===== config.mk =====
export PLATFORM = sky130hd
export DESIGN_NAME = sccb_req_arbiter
export DESIGN_NICKNAME = d
export VERILOG_FILES = /design/src/rtl/sccb_req_arbiter.sv
export SDC_FILE = /design/constraint.sdc
export NUM_CORES = 1
export LEC_CHECK = 0
export CAP_MARGIN = 40
export CORE_ASPECT_RATIO = 1.25
export CORE_MARGIN = 2
export CORE_UTILIZATION = 42
export DETAILED_ROUTE_END_ITERATION = 10
export HOLD_SLACK_MARGIN = 0.05
export PLACE_DENSITY = 0.85
export SYNTH_ARGS = -nofsm -noshare
export SYNTH_HDL_FRONTEND = slang
export SYNTH_SLANG_ARGS = --single-unit

===== constraint.sdc =====
create_clock -name clk -period 2.5 [get_ports clk]
set_clock_uncertainty 0.05 [all_clocks]
set_input_delay 0.25 -clock clk [delete_from_list [all_inputs] [get_ports clk]]
set_output_delay 0.25 -clock clk [all_outputs]
set_load 0.01 [all_outputs]

===== src/rtl/sccb_req_arbiter.sv =====
// Round-robin arbiter sharing one SCCB master among NUM_REQ requesters, one transaction outstanding.
// Optional WAIT-state abort counter enabled by defining SCCB_ARB_TIMEOUT_EN.
module sccb_req_arbiter #(
    parameter int NUM_REQ     = 2,
    parameter int TIMEOUT_CYC = 4096
) (
    input  logic                   clk,
    input  logic                   rst_n,
    input  logic [NUM_REQ-1:0]     req_valid_i,
    input  logic [NUM_REQ-1:0]     req_rw_i,
    input  logic [NUM_REQ*7-1:0]   req_slv_i,
    input  logic [NUM_REQ*8-1:0]   req_sub_i,
    input  logic [NUM_REQ*8-1:0]   req_wdata_i,
    output logic [NUM_REQ-1:0]     req_ready_o,
    output logic [NUM_REQ-1:0]     rsp_valid_o,
    output logic [7:0]             rsp_rdata_o,
    output logic                   rsp_err_o,
    output logic                   m_cmd_valid_o,
    input  logic                   m_cmd_ready_i,
    output logic                   m_cmd_rw_o,
    output logic [6:0]             m_cmd_slv_o,
    output logic [7:0]             m_cmd_sub_o,
    output logic [7:0]             m_cmd_wdata_o,
    input  logic                   m_done_i,
    input  logic [7:0]             m_rdata_i,
    input  logic                   m_nack_i
);

    localparam int IW = (NUM_REQ > 1) ? $clog2(NUM_REQ) : 1;

    if (TIMEOUT_CYC < 1) begin : g_bad_timeout_cfg
        $error("TIMEOUT_CYC must be at least 1");
    end

    typedef enum logic [1:0] {IDLE, ISSUE, WAIT, RESP} state_e;

    state_e             state_q;
    logic [IW-1:0]      last_q;
    logic [NUM_REQ-1:0] gnt_q;
    logic [NUM_REQ-1:0] ready_q;
    logic [NUM_REQ-1:0] rsp_valid_q;
    logic [7:0]         rdata_q;
    logic               err_q;
    logic               cmd_valid_q;
    logic               cmd_rw_q;
    logic [6:0]         cmd_slv_q;
    logic [7:0]         cmd_sub_q;
    logic [7:0]         cmd_wdata_q;

    logic [IW-1:0]      win_idx_d;
    logic               win_found_d;
    logic [NUM_REQ-1:0] gnt_d;
    logic               to_hit;

`ifdef SCCB_ARB_TIMEOUT_EN
    localparam int CW = $clog2(TIMEOUT_CYC + 1);
    logic [CW-1:0] to_cnt_q;
    assign to_hit = (to_cnt_q == CW'(TIMEOUT_CYC));
`else
    assign to_hit = 1'b0;
`endif

    // Search starts one past the last winner so every requester gets a turn.
    always_comb begin
        win_found_d = 1'b0;
        win_idx_d   = '0;
        gnt_d       = '0;
        for (int k = 1; k <= NUM_REQ; k++) begin
            if (!win_found_d && req_valid_i[(int'(last_q) + k) % NUM_REQ]) begin
                win_found_d = 1'b1;
                win_idx_d   = IW'((int'(last_q) + k) % NUM_REQ);
            end
        end
        gnt_d[win_idx_d] = win_found_d;
    end

    always_ff @(posedge clk or negedge rst_n) begin
        if (!rst_n) begin
            state_q     <= IDLE;
            last_q      <= IW'(NUM_REQ - 1);
            gnt_q       <= '0;
            ready_q     <= '0;
            rsp_valid_q <= '0;
            rdata_q     <= '0;
            err_q       <= 1'b0;
            cmd_valid_q <= 1'b0;
            cmd_rw_q    <= 1'b0;
            cmd_slv_q   <= '0;
            cmd_sub_q   <= '0;
            cmd_wdata_q <= '0;
`ifdef SCCB_ARB_TIMEOUT_EN
            to_cnt_q    <= '0;
`endif
        end else begin
            ready_q     <= '0;
            rsp_valid_q <= '0;
            case (state_q)
                IDLE: begin
                    if (win_found_d) begin
                        ready_q     <= gnt_d;
                        gnt_q       <= gnt_d;
                        last_q      <= win_idx_d;
                        cmd_rw_q    <= req_rw_i[win_idx_d];
                        cmd_slv_q   <= req_slv_i[win_idx_d*7 +: 7];
                        cmd_sub_q   <= req_sub_i[win_idx_d*8 +: 8];
                        cmd_wdata_q <= req_wdata_i[win_idx_d*8 +: 8];
                        cmd_valid_q <= 1'b1;
                        state_q     <= ISSUE;
                    end
                end
                ISSUE: begin
                    if (m_cmd_ready_i) begin
                        cmd_valid_q <= 1'b0;
                        state_q     <= WAIT;
`ifdef SCCB_ARB_TIMEOUT_EN
                        to_cnt_q    <= '0;
`endif
                    end
                end
                WAIT: begin
                    if (m_done_i) begin
                        rdata_q     <= cmd_rw_q ? m_rdata_i : 8'h00;
                        err_q       <= m_nack_i;
                        rsp_valid_q <= gnt_q;
                        state_q     <= RESP;
                    end else if (to_hit) begin
                        rdata_q     <= 8'h00;
                        err_q       <= 1'b1;
                        rsp_valid_q <= gnt_q;
                        state_q     <= RESP;
                    end
`ifdef SCCB_ARB_TIMEOUT_EN
                    else begin
                        to_cnt_q <= to_cnt_q + 1'b1;
                    end
`endif
                end
                RESP:    state_q <= IDLE;
                default: state_q <= IDLE;
            endcase
        end
    end

    assign req_ready_o   = ready_q;
    assign rsp_valid_o   = rsp_valid_q;
    assign rsp_rdata_o   = rdata_q;
    assign rsp_err_o     = err_q;
    assign m_cmd_valid_o = cmd_valid_q;
    assign m_cmd_rw_o    = cmd_rw_q;
    assign m_cmd_slv_o   = cmd_slv_q;
    assign m_cmd_sub_o   = cmd_sub_q;
    assign m_cmd_wdata_o = cmd_wdata_q;

endmodule


After elaboration in Yosys (flattened, before gate mapping)
Index checks and enable logic that the tools add are counted.
{ "op_classes": {"muxes": 26, "order_cmp": 4, "mul": 1, "reduce_logical": 9, "bitwise": 3, "n_eq_ne": 6, "shifts": 3, "addsub": 2} }
{ "ops": {"columns": ["cell", "count"], "rows": [
  ["$shiftx 16x5->8", 2],
  ["$mux 1", 15],
  ["$mux 2", 7],
  ["$shiftx 14x5->7", 1],
  ["$mux 8", 1],
  ["$pmux 2 s4", 1],
  ["$lt 2x3->1 const B", 2],
  ["$ne 2x2->1 const B", 3],
  ["$reduce_and 3->1", 2],
  ["$eq 2x2->1 const B", 2],
  ["$mul 1x3->4 const B", 1],
  ["$reduce_and 2->1", 2],
  ["$add 1x1->1 const B", 2],
  ["$and 1x1->1 const A", 2],
  ["$and 2x2->2", 1],
  ["$eq 2x1->1 const B", 1],
  ["$logic_and 1x1->1", 2],
  ["$logic_not 2->1", 1],
  ["$lt 1x2->1 const B", 1],
  ["$pmux 1 s2", 1],
  ["$reduce_bool 2->1", 1],
  ["$demux 1 s1", 1],
  ["$ge 1x1->1 const B", 1],
  ["$logic_not 1->1", 1]
]} }
{ "totals": {"wordCells": 66, "out_inout_bits": 38, "ff_bits": 43, "in_bits": 63} }

Logic depth before layout (Yosys ltp)
{ "depth": {"ltp_word": 16, "depth_mapped": 7, "depth_no_buf": 5} }

Worst setup path after synthesis
Ideal clock, no wire load.
{ "synth_path": {"path_kind": "reg2reg", "start": "register state_q[0]", "end": "register state_q[1]", "period_less_slack_ns": 1.668, "setup_time_ns": 0.125, "stages_incl_launch_ff": 6, "setup_slack_ns": 0.832, "n_path_buf": 0, "required_ns": 2.325, "t_arrival_ns": 1.492, "cell_sequence": "dfrtp_1 > inv_1 > ha_1 > or3b_4 > o221a_4 > mux2_4"} }
{ "synth_between": {"elab_chain_cells": 3, "word_cells_on_any_way": 9, "classes_between": "6 x eq/ne; 1 x mux; 2 x reduce/logical"} }
{ "synth_rtl": {"columns": ["item", "line_no", "source"], "rows": [
  ["from (decl)", "37", "state_e state_q;"],
  ["from (signal assigned)", "79", "state_q <= IDLE;"],
  ["from (signal assigned)", "108", "state_q <= ISSUE;"],
  ["from (signal assigned)", "114", "state_q <= WAIT;"],
  ["$eq 2x2->1 (tied with other cells)", "97", "case (state_q)"],
  ["$ne 2x2->1 (no source line)", null, null],
  ["$reduce_and 3->1 (no source line)", null, null]
]} }
Several ways; a longest one is shown, not always the timed one.
A chain may end at the register's enable or synchronous reset.

Final worst setup path
{ "layout_path": {"start": "register state_q[1]", "end": "register state_q[1]"} }
The elaborated chain is that of the path after synthesis.

==> results_dict.tcl <==
set metrics [dict create \
    finalSetupTns_ps 0 \
    syn-num-nets 274 \
    cp-start-kind "flop" \
    cts_tree "yes" \
    grt_pass1_vias 1819 \
    io_pins 101 \
    min_period_ps 1779 \
    mappedNetlistArea_um2 1908 \
    cp_max_fo 5 \
    coreArea_um2 4392 \
    cts_root_buffer "clkbuf_8" \
    pre_cts_slack_ps 643.2 \
    dp.final_hpwl_um 3688 \
    arrival_ps 1900 \
    drtIter0Drc 83 \
    fin_area_um2 3042 \
    power_density_nw_per_um2 1073 \
    cp_slowest_stage_delay_ps 420 \
    antennaDiodeCount 0 \
    route.detailed.drc 0 \
    cts_sinks 43 \
    final_antenna_net_count 0 \
    setup_ws_ps 720.7 \
    max_freq_mhz 562.0 \
    slew_violations 0 \
    p_leak_nw 1.328 \
    die_width_um 64.29 \
    grt_setup_unrepaired "no" \
    outcome "finished, final reports clean" \
    die-area_um2 5102 \
    dr.pass1.iters 4 \
    syn_inst 207 \
    r2r-start "state_q[1]" \
    place_area_um2 2959 \
    numCtsBuffers 5 \
    wirelength_um 4939 \
    min_period_over_period_pct 71.17 \
    viasPerCell 4.884 \
    cp.required_ps 2620 \
    place_inst 356 \
    numPortBuffers 100 \
    layout_common_cells "99 x clkdlybuf4s50_1, 49 x a21oi_1, 42 x nand2_1, 42 x dfrtp_1, 29 x nor2_1" \
    die_h_um 79.36 \
    worstSetupPathType "flop to flop" \
    place_congestion 0.7536 \
    gr-usage-all-layers_pct 20.63 \
    clk-insertion-delay-late_ps 280 \
    slowest_stage "or3b_4" \
    cp_num_buf_inv 1 \
    clk_pin_slew_ps 70 \
    path_cells "inv_1 > ha_1 > or3b_4 > o221a_4 > mux2_4" \
    htreeDepth 2 \
    via_count 1773 \
    rows 27 \
    holdWs_ps 418.7 \
    hold_viol_final 0 \
    antenna_found_initial 0 \
    ys_seq_area_share_pct 56.46 \
    synth_area_per_cell_um2 9.218 \
    crit_family "simple AND/OR/NAND/NOR gates" \
    clk_path_buf_depth 2 \
    synth-seq-cells 43 \
    grt_pass1_wl_um 8128 \
    area_growth_pct 59.41 \
    max-slew-margin-rel_pct 66.00 \
    yosysUniqueCellTypes 25 \
    grt_max_degree 28 \
    stdcell_count 363 \
    crit_start "state_q[1]" \
    final_common_cell "clkdlybuf4s50_1" \
    max-vdd-ir-drop_uv 557.6 \
    setup_viol 0 \
    cts_setup_buffers 0 \
    cp-end-kind "flop" \
    start_util_pct 43.45 \
    layout.nets 373 \
    overflow 0 \
    ys_warn_count 0 \
    maxCapViolations 0 \
    tightest_slew_ps 510.0 \
    wl_per_cell_um 13.61 \
    hold_path_class "primary input to asynchronous set/reset pin" \
    drive_gt1_share_pct 6.230 \
]
==> state kept, by name, summed over array words and instances (netlist names) <==
signal / flops
rsp_rdata_o: 8
rsp_valid_o: 2
m_cmd_slv_o: 7
gnt_q: 2
last_q: 1
m_cmd_valid_o: 1
m_cmd_sub_o: 8
m_cmd_rw_o: 1
rsp_err_o: 1
m_cmd_wdata_o: 8
req_ready_o: 2
state_q: 2
==> synth_stat cells <==
library cell  number  share of area, %
dfstp_2            1               1.4
o32a_2             1              0.59
a31oi_1            1              0.33
o221a_4            1               1.0
clkbuf_1           2              0.39
mux2_2             1              0.59
a21bo_2            1              0.52
o21a_1             1              0.39
or3b_4             1              0.59
a21o_1             1              0.39
a21oi_1           49                13
nor2_1            29               5.7
inv_1              4              0.79
o2bb2ai_1          1              0.46
buf_2              9               2.4
buf_6              1              0.59
buf_1              1              0.20
nand2_1           42               8.3
o21ai_2            1              0.46
dfrtp_1           42                55
and3_1             2              0.66
mux2_4             1              0.79
o21ai_0            9               2.4
a21boi_2           1              0.59
ha_1               4               2.6
==> area by class of cell <==
class	count	area, µm²
fillers	369	1350
inverters	4	15.01
multi-input cells	147	748.2
flip-flops and latches	43	1077
well taps	58	72.57
clock buffers	6	72.57
repair buffers	105	1056
==> path summary, 6_finish.rpt <==
path	to	slack, ps	cells past startpoint
min	rsp_err_o	420	2
max reg2reg	state_q[1]	720	5
max	state_q[1]	720	5
min reg2reg	gnt_q[1]	430	1
max in group asynchronous	m_cmd_wdata_o[1]	1500	3
min in group clk	gnt_q[1]	430	1
==> worst reg2reg max path: cells and delay by family, from the launching register on <==
| family | cells | cell delay, ps |
|---|---|---|
| AND/OR/NAND/NOR | 1 | 420 |
| flip-flops | 1 | 410 |
| multiplexers | 1 | 290 |
| adder cells (fa/ha/maj) | 1 | 260 |
| AO/OA/AOI/OAI | 1 | 130 |
| buffers and inverters | 1 | 110 |
==> through the flow <==
step,power (W),utilization [%]
after CTS,0.003301,69.26
final,0.003264,69.26
after global routing,0.003523,69.26
after global placement,0.002833,66.75
after detailed placement,0.002898,67.38
after floorplan,0.002042,-
==> metal layers <==
layer  wire (µm)  vias to the layer above  part of all wire [%]  track usage [%]
met2        2637                       65                    53            37.19
met5           0                        -                     0                0
met3         328                        7                   6.6            4.816
li1            -                      881                     -                -
met1        1902                      820                    39            23.49
met4          70                        0                   1.4            7.872
==> report_power, final <==
group / switching, W / leakage [nW] / internal [W] / total (W)
Clock: 0.000207 / 0.0371 / 0.000186 / 0.000394
Sequential: 0.000194 / 0.505 / 0.00103 / 0.00122
Combinational: 0.000751 / 0.786 / 0.000894 / 0.00165
==> timing repair <==
item	CTS	global route
gates resized for setup	0	0
hold buffers	1	0
endpoints found under the setup margin	0	0
hold endpoints to repair	19	0
==> logic make-up after synthesis <==
kind of cell,share of synthesized area (%)
and+or+nand+nor,15.21
AOI/OAI and AO/OA,20.00
DFF,56.46
buffers and inverters,4.327
adders and majority gates,2.623
muxes,1.377
No activity file was read; power rests on OpenSTA's default activity.
